File: src/rtl/prbs_axis_src.sv
// Framed PRBS test-pattern generator with an AXI4-Stream master port.
// A run is armed by a start pulse. It emits num_frames frames of frame_len
// beats each, or runs continuously until stop when num_frames is 0. The LFSR
// sequence continues across beats and frames for the whole run.
module prbs_axis_src #(
    parameter int AXIS_BYTES = 8,
    parameter int LEN_W      = 16,
    parameter int CNT_W      = 32
) (
    input  logic                    clk,
    input  logic                    rst_n,
    input  logic                    start,
    input  logic                    stop,
    input  logic [1:0]              poly_sel,
    input  logic [30:0]             seed,
    input  logic [LEN_W-1:0]        frame_len,
    input  logic [CNT_W-1:0]        num_frames,
    output logic                    busy,
    output logic                    done,
    output logic [CNT_W-1:0]        frames_sent,
    output logic [AXIS_BYTES*8-1:0] m_axis_tdata,
    output logic [AXIS_BYTES-1:0]   m_axis_tkeep,
    output logic                    m_axis_tvalid,
    input  logic                    m_axis_tready,
    output logic                    m_axis_tlast
);

    localparam int DW = AXIS_BYTES * 8;

    typedef enum logic {S_IDLE, S_RUN} state_t;

    state_t            state_q, state_d;
    logic [1:0]        poly_q;
    logic [LEN_W-1:0]  len_q;
    logic [CNT_W-1:0]  nfr_q;
    logic [30:0]       lfsr_q;
    logic [DW-1:0]     data_q;
    logic              last_q;
    logic [LEN_W-1:0]  beat_cnt_q;
    logic [CNT_W-1:0]  frames_q;
    logic              stop_pend_q;
    logic              done_q;

    // Mask of the register bits that belong to the selected polynomial.
    function automatic logic [30:0] poly_mask(input logic [1:0] poly);
        case (poly)
            2'd0:    return 31'h0000_007F;
            2'd1:    return 31'h0000_7FFF;
            2'd2:    return 31'h007F_FFFF;
            default: return 31'h7FFF_FFFF;
        endcase
    endfunction

    // Seed with the unused bits dropped; an all-zero seed would lock the LFSR,
    // so it is replaced by all ones.
    function automatic logic [30:0] seed_init(input logic [30:0] sd, input logic [1:0] poly);
        logic [30:0] m;
        m = poly_mask(poly);
        if ((sd & m) == '0) return m;
        return sd & m;
    endfunction

    // Runs DW Fibonacci steps. The first generated bit lands in data bit 0.
    // Returns {post-beat LFSR state, beat data}.
    function automatic logic [DW+30:0] gen_beat(input logic [30:0] s_in, input logic [1:0] poly);
        logic [30:0]   s;
        logic [DW-1:0] d;
        logic          b;
        s = s_in;
        d = '0;
        for (int i = 0; i < DW; i++) begin
            case (poly)
                2'd0:    b = s[6]  ^ s[5];
                2'd1:    b = s[14] ^ s[13];
                2'd2:    b = s[22] ^ s[17];
                default: b = s[30] ^ s[27];
            endcase
            d[i] = b;
            s    = {s[29:0], b};
        end
        return {s & poly_mask(poly), d};
    endfunction

    logic [DW+30:0] seed_beat;
    logic [DW+30:0] next_beat;
    logic           start_ok;
    logic           hs;
    logic           frame_end;
    logic           run_end;

    assign seed_beat = gen_beat(seed_init(seed, poly_sel), poly_sel);
    assign next_beat = gen_beat(lfsr_q, poly_q);
    assign start_ok  = (state_q == S_IDLE) && start && (frame_len != '0);
    assign hs        = (state_q == S_RUN) && m_axis_tready;
    assign frame_end = hs && last_q;
    // The run ends on a frame boundary: either the frame quota is reached or a
    // stop is pending. A stop that arrives with the final tlast still counts.
    assign run_end   = frame_end &&
                       (((nfr_q != '0) && (frames_q + CNT_W'(1) == nfr_q)) ||
                        stop_pend_q || stop);

    // State register.
    // NOTE: clocked state uses non-blocking assignments so every register
    // samples the pre-edge values of the others.
    always_ff @(posedge clk or negedge rst_n) begin
        if (!rst_n) state_q <= S_IDLE;
        else        state_q <= state_d;
    end

    // Next-state logic.
    // NOTE: state_d is given a default first so no path leaves it unassigned,
    // which would otherwise infer a latch.
    always_comb begin
        state_d = state_q;
        case (state_q)
            S_IDLE: if (start_ok) state_d = S_RUN;
            S_RUN:  if (run_end)  state_d = S_IDLE;
            default: state_d = S_IDLE;
        endcase
    end

    // Outputs; the stream is gated so that everything reads 0 outside RUN.
    always_comb begin
        busy          = (state_q == S_RUN);
        m_axis_tvalid = busy;
        m_axis_tdata  = busy ? data_q : '0;
        m_axis_tkeep  = busy ? '1 : '0;
        m_axis_tlast  = busy && last_q;
        done          = done_q;
        frames_sent   = frames_q;
    end

    // Run configuration, LFSR, beat/frame counters and the done pulse.
    always_ff @(posedge clk or negedge rst_n) begin
        if (!rst_n) begin
            poly_q      <= '0;
            len_q       <= '0;
            nfr_q       <= '0;
            lfsr_q      <= '0;
            data_q      <= '0;
            last_q      <= 1'b0;
            beat_cnt_q  <= '0;
            frames_q    <= '0;
            stop_pend_q <= 1'b0;
            done_q      <= 1'b0;
        end else begin
            done_q <= run_end;
            if (start_ok) begin
                poly_q      <= poly_sel;
                len_q       <= frame_len;
                nfr_q       <= num_frames;
                lfsr_q      <= seed_beat[DW+30:DW];
                data_q      <= seed_beat[DW-1:0];
                last_q      <= (frame_len == LEN_W'(1));
                beat_cnt_q  <= '0;
                frames_q    <= '0;
                stop_pend_q <= 1'b0;
            end else if (state_q == S_RUN) begin
                if (stop) stop_pend_q <= 1'b1;
                if (hs) begin
                    lfsr_q <= next_beat[DW+30:DW];
                    data_q <= next_beat[DW-1:0];
                    if (last_q) begin
                        beat_cnt_q <= '0;
                        frames_q   <= frames_q + CNT_W'(1);
                        last_q     <= (len_q == LEN_W'(1));
                    end else begin
                        beat_cnt_q <= beat_cnt_q + LEN_W'(1);
                        last_q     <= (beat_cnt_q + LEN_W'(1) == len_q - LEN_W'(1));
                    end
                end
                if (run_end) stop_pend_q <= 1'b0;
            end
        end
    end

endmodule
File: config.mk
export PLATFORM = sky130hd
export DESIGN_NAME = prbs_axis_src
export DESIGN_NICKNAME = d
export VERILOG_FILES = /design/src/rtl/prbs_axis_src.sv
export SDC_FILE = /design/constraint.sdc
export NUM_CORES = 1
export LEC_CHECK = 0
export CAP_MARGIN = 0
export CORE_UTILIZATION = 25
export CTS_CLUSTER_SIZE = 24
export DETAILED_ROUTE_END_ITERATION = 7
export GPL_TIMING_DRIVEN = 0
export PLACE_DENSITY = 0.53
export SYNTH_ARGS = -nofsm -noshare
export SYNTH_HDL_FRONTEND = slang
export SYNTH_SLANG_ARGS = --single-unit
File: constraint.sdc
create_clock -name clk -period 5.8 [get_ports clk]
set_input_delay 0.87 -clock clk [delete_from_list [all_inputs] [get_ports clk]]
set_output_delay 0.87 -clock clk [all_outputs]
set_load 0.03 [all_outputs]
==> impl_metrics.py <==
metrics = {
    "clock_tree": {
        "clk_pin_slew_worst_paths_ns": 0.07,
        "cts_tree": "yes",
        "clockBufferDepth": 2,
        "holdBufCountCts": 0,
        "root_buffer": "clkbuf_16",
        "clock_latency_ns": 0.49,
        "cts_buffers": 17,
        "clock_sinks": 190,
        "ctsHtreeMaxLevel": 4,
    },
    "timing": {
        "max_freq_mhz": 170.6,
        "period_share_pct": 101.0,
        "tns_ns": -0.06465,
        "clock_skew_ns": 0.02287,
        "final-hold-violation-count": 0,
        "min_period_ns": 5.860,
        "setup_viol": 2,
        "setup_ws_ns": -0.06009,
        "tightest_slew_ns": 1.050,
        "timing.final.max_slew_violations": 0,
        "slew_headroom_pct": 29.25,
    },
    "synth": {
        "async_reset_ff_share_pct": 100.0,
        "syn_inst": 2539,
        "syn_area_um2": 19660,
        "ys.flop_type": "dfrtp_1",
        "avgSynthCellArea_um2": 7.742,
        "yosys.area.top_type": "dfrtp_1",
        "synth_area_leaders": "dfrtp_1 (24%), xnor2_1 (14%), xor2_1 (8.8%)",
        "yosysWarnings": 0,
        "ys_seq_area_share_pct": 24.19,
        "ys_ff_latch": 190,
        "synth_top_area_share_pct": 24.19,
        "syn-num-nets": 2629,
        "yosys.cell_types.count": 108,
        "synth_edf_count": 0,
    },
    "routing": {
        "post_drt_wl_per_cell_um": 25.42,
        "wl_um": 98440,
        "ant_nets": 0,
        "drc": 0,
        "first_pass_iters": 8,
        "drt_iter0_markers": 2634,
        "vias": 21450,
        "vias_per_cell": 5.540,
    },
    "place": {
        "dp_slack_ns": -1.860,
        "port_buffers": 174,
        "dp_hpwl_um": 74930,
        "place.gp.congestion": 1.026,
    },
    "floorplanning": {
        "die_y_um": 282.4,
        "dieArea_um2": 79750,
        "fp-row-count": 102,
        "start_util_pct": 25.33,
        "die_w_um": 282.4,
        "io_pins": 194,
        "coreArea_um2": 77590,
    },
    "setup_path": {
        "crit_arrival_ns": 6.25,
        "crit_chain": "buf_2 -> clkbuf_2 -> clkbuf_1 -> o21ai_0 -> o21ai_2 -> xnor2_1 -> o21ai_0 -> a22oi_1 -> nand3_1 -> buf_4 -> a211oi_1 -> nor3_2 -> buf_4 -> nor2_4 -> a31oi_4 -> xor2_2 -> o221ai_4 -> xor2_1 -> a222oi_1 -> o221a_2",
        "end_kind": "flip-flop",
        "slowest_delay_ns": 0.47,
        "cp_max_fo": 10,
        "reg2reg_slack_ns": -0.06,
        "crit_slowest_cell": "dfrtp_1",
        "required_ns": 6.19,
        "criticalPathCategory": "reg2reg",
        "cp-start-kind": "flip-flop",
    },
    "finish": {
        "drive_gt1_share_pct": 15.75,
        "layout_commonest_cell": "nand2_1",
        "postLayoutCoreUtil_pct": 32.80,
        "synthToLayoutAreaGrowth_pct": 29.50,
        "final_cell_mix": "nand2_1 (381), xnor2_1 (287), o21ai_0 (192)",
        "layout.nets": 2909,
    },
    "grt": {
        "met3_usage_pct": 5.212,
        "first_global_vias": 19810,
        "grt_util_met2_pct": 37.14,
        "grt_max_degree": 103,
        "grt_pass1_wl_um": 140900,
        "grtUsageMet1_pct": 32.64,
        "grt.busiest_layer": "met2",
        "overflow": 0,
        "antenna_found_initial": 2,
        "grt.total_usage_pct": 24.03,
    },
    "flow_run": {
        "drv_cap": 0,
    },
    "outcome": {
        "violations": "setup timing",
        "status": "finished, violations left",
    },
    "worst_hold_path": {
        "hold_path.class": "in2async",
    },
}
[registers in the layout, indices dropped and copies added (netlist names), 2 cells and up]
signal and cells:
len_q 16, data_q 57, beat_cnt_q 16, poly_q 2
lfsr_q 31, nfr_q 32, frames_sent 32
[per-layer routing]
metal	share of wire [%]	wire, µm
met1	42	41310
met2	44	43550
met3	10	9867
met4	3.7	3691
met5	0.023	23
[area by class of cell]
| cell class | instances | area (µm²) |
|---|---|---|
| antenna | 1 | 2.502 |
| buffer | 212 | 1016 |
| clock buffer | 17 | 425.4 |
| clock inverter | 14 | 181.4 |
| fill | 8413 | 52140 |
| inverter | 17 | 67.56 |
| multi-input combinational | 2111 | 15170 |
| sequential | 190 | 4755 |
| tap | 1040 | 1301 |
| timing repair buffer | 270 | 2532 |
[worst max-delay path, delay by kind of cell, from the launching register on]
| kind | cells | cell delay (ns) |
|---|---|---|
| buffers and inverters | 5 | 1.62 |
| AND/OR/NAND/NOR | 3 | 0.57 |
| AO/OA/AOI/OAI | 9 | 2.46 |
| XOR/XNOR | 3 | 0.62 |
| flip-flops | 1 | 0.47 |
[stage by stage]
step | hold slack [ns] | std cells | area (µm²)
after floorplan | 0.4482 | 2539 | 19660
after global placement | 0.4630 | 3753 | 22700
after detailed placement | 0.4656 | 3754 | 22730
after CTS | 0.4060 | 3837 | 24670
after global routing | 0.4558 | 3871 | 25450
final | 0.4109 | 3872 | 25450
[final timing paths]
path / endpoint / startpoint / depth (start not counted)
setup / recovery: lfsr_q[2] / poly_q[1] / 20
hold / removal: nfr_q[9] / rst_n / 1
setup reg to reg: lfsr_q[2] / poly_q[1] / 20
hold reg to reg: data_q[7] / data_q[7] / 2
max in group asynchronous: data_q[14] / rst_n / 2
min in group clk: data_q[7] / data_q[7] / 2
[synth_stat cells (9+ instances only)]
| library cell | number |
|---|---|
| dfrtp_1 | 190 |
| a31oi_1 | 24 |
| xnor2_1 | 307 |
| and3_1 | 36 |
| nor3b_1 | 10 |
| or3_1 | 14 |
| buf_1 | 17 |
| o22ai_1 | 32 |
| nand2b_1 | 10 |
| nor4_1 | 28 |
| nand4_1 | 14 |
| o31ai_1 | 20 |
| and2_1 | 85 |
| a21oi_1 | 109 |
| clkbuf_1 | 132 |
| nand3_1 | 42 |
| a22oi_1 | 34 |
| o21ai_0 | 203 |
| nor2_1 | 177 |
| buf_4 | 16 |
| o21ai_1 | 12 |
| o211ai_1 | 34 |
| inv_1 | 17 |
| o221ai_1 | 23 |
| nand2_1 | 382 |
| a211oi_1 | 27 |
| xor2_1 | 197 |
| nor3_1 | 37 |
| a221oi_1 | 9 |
| mux2i_1 | 27 |
| buf_2 | 55 |
| o21a_1 | 14 |
[cells by family (layout without fill, tap and decap cells)]
kind of cell	count (synthesis)	after routing	share of synthesized area, %
other	0	1	0
DFF	190	190	24.19
xor gates and xnor gates	512	512	23.18
and+or+nand+nor	871	871	20.57
muxes	45	45	2.890
AOI/OAI and AO/OA	679	679	23.67
buffers and inverters	238	530	5.239
adders and majority gates	4	4	0.2546
[repair_timing]
item	CTS	global route
endpoints found under the setup margin	37	21
pin swaps	34	39
setup buffers	57	38
resized for setup	172	116
Power is left out: the tool's default activity adds up to more than one toggle a clock period on the data nets, which glitch-free logic cannot reach.
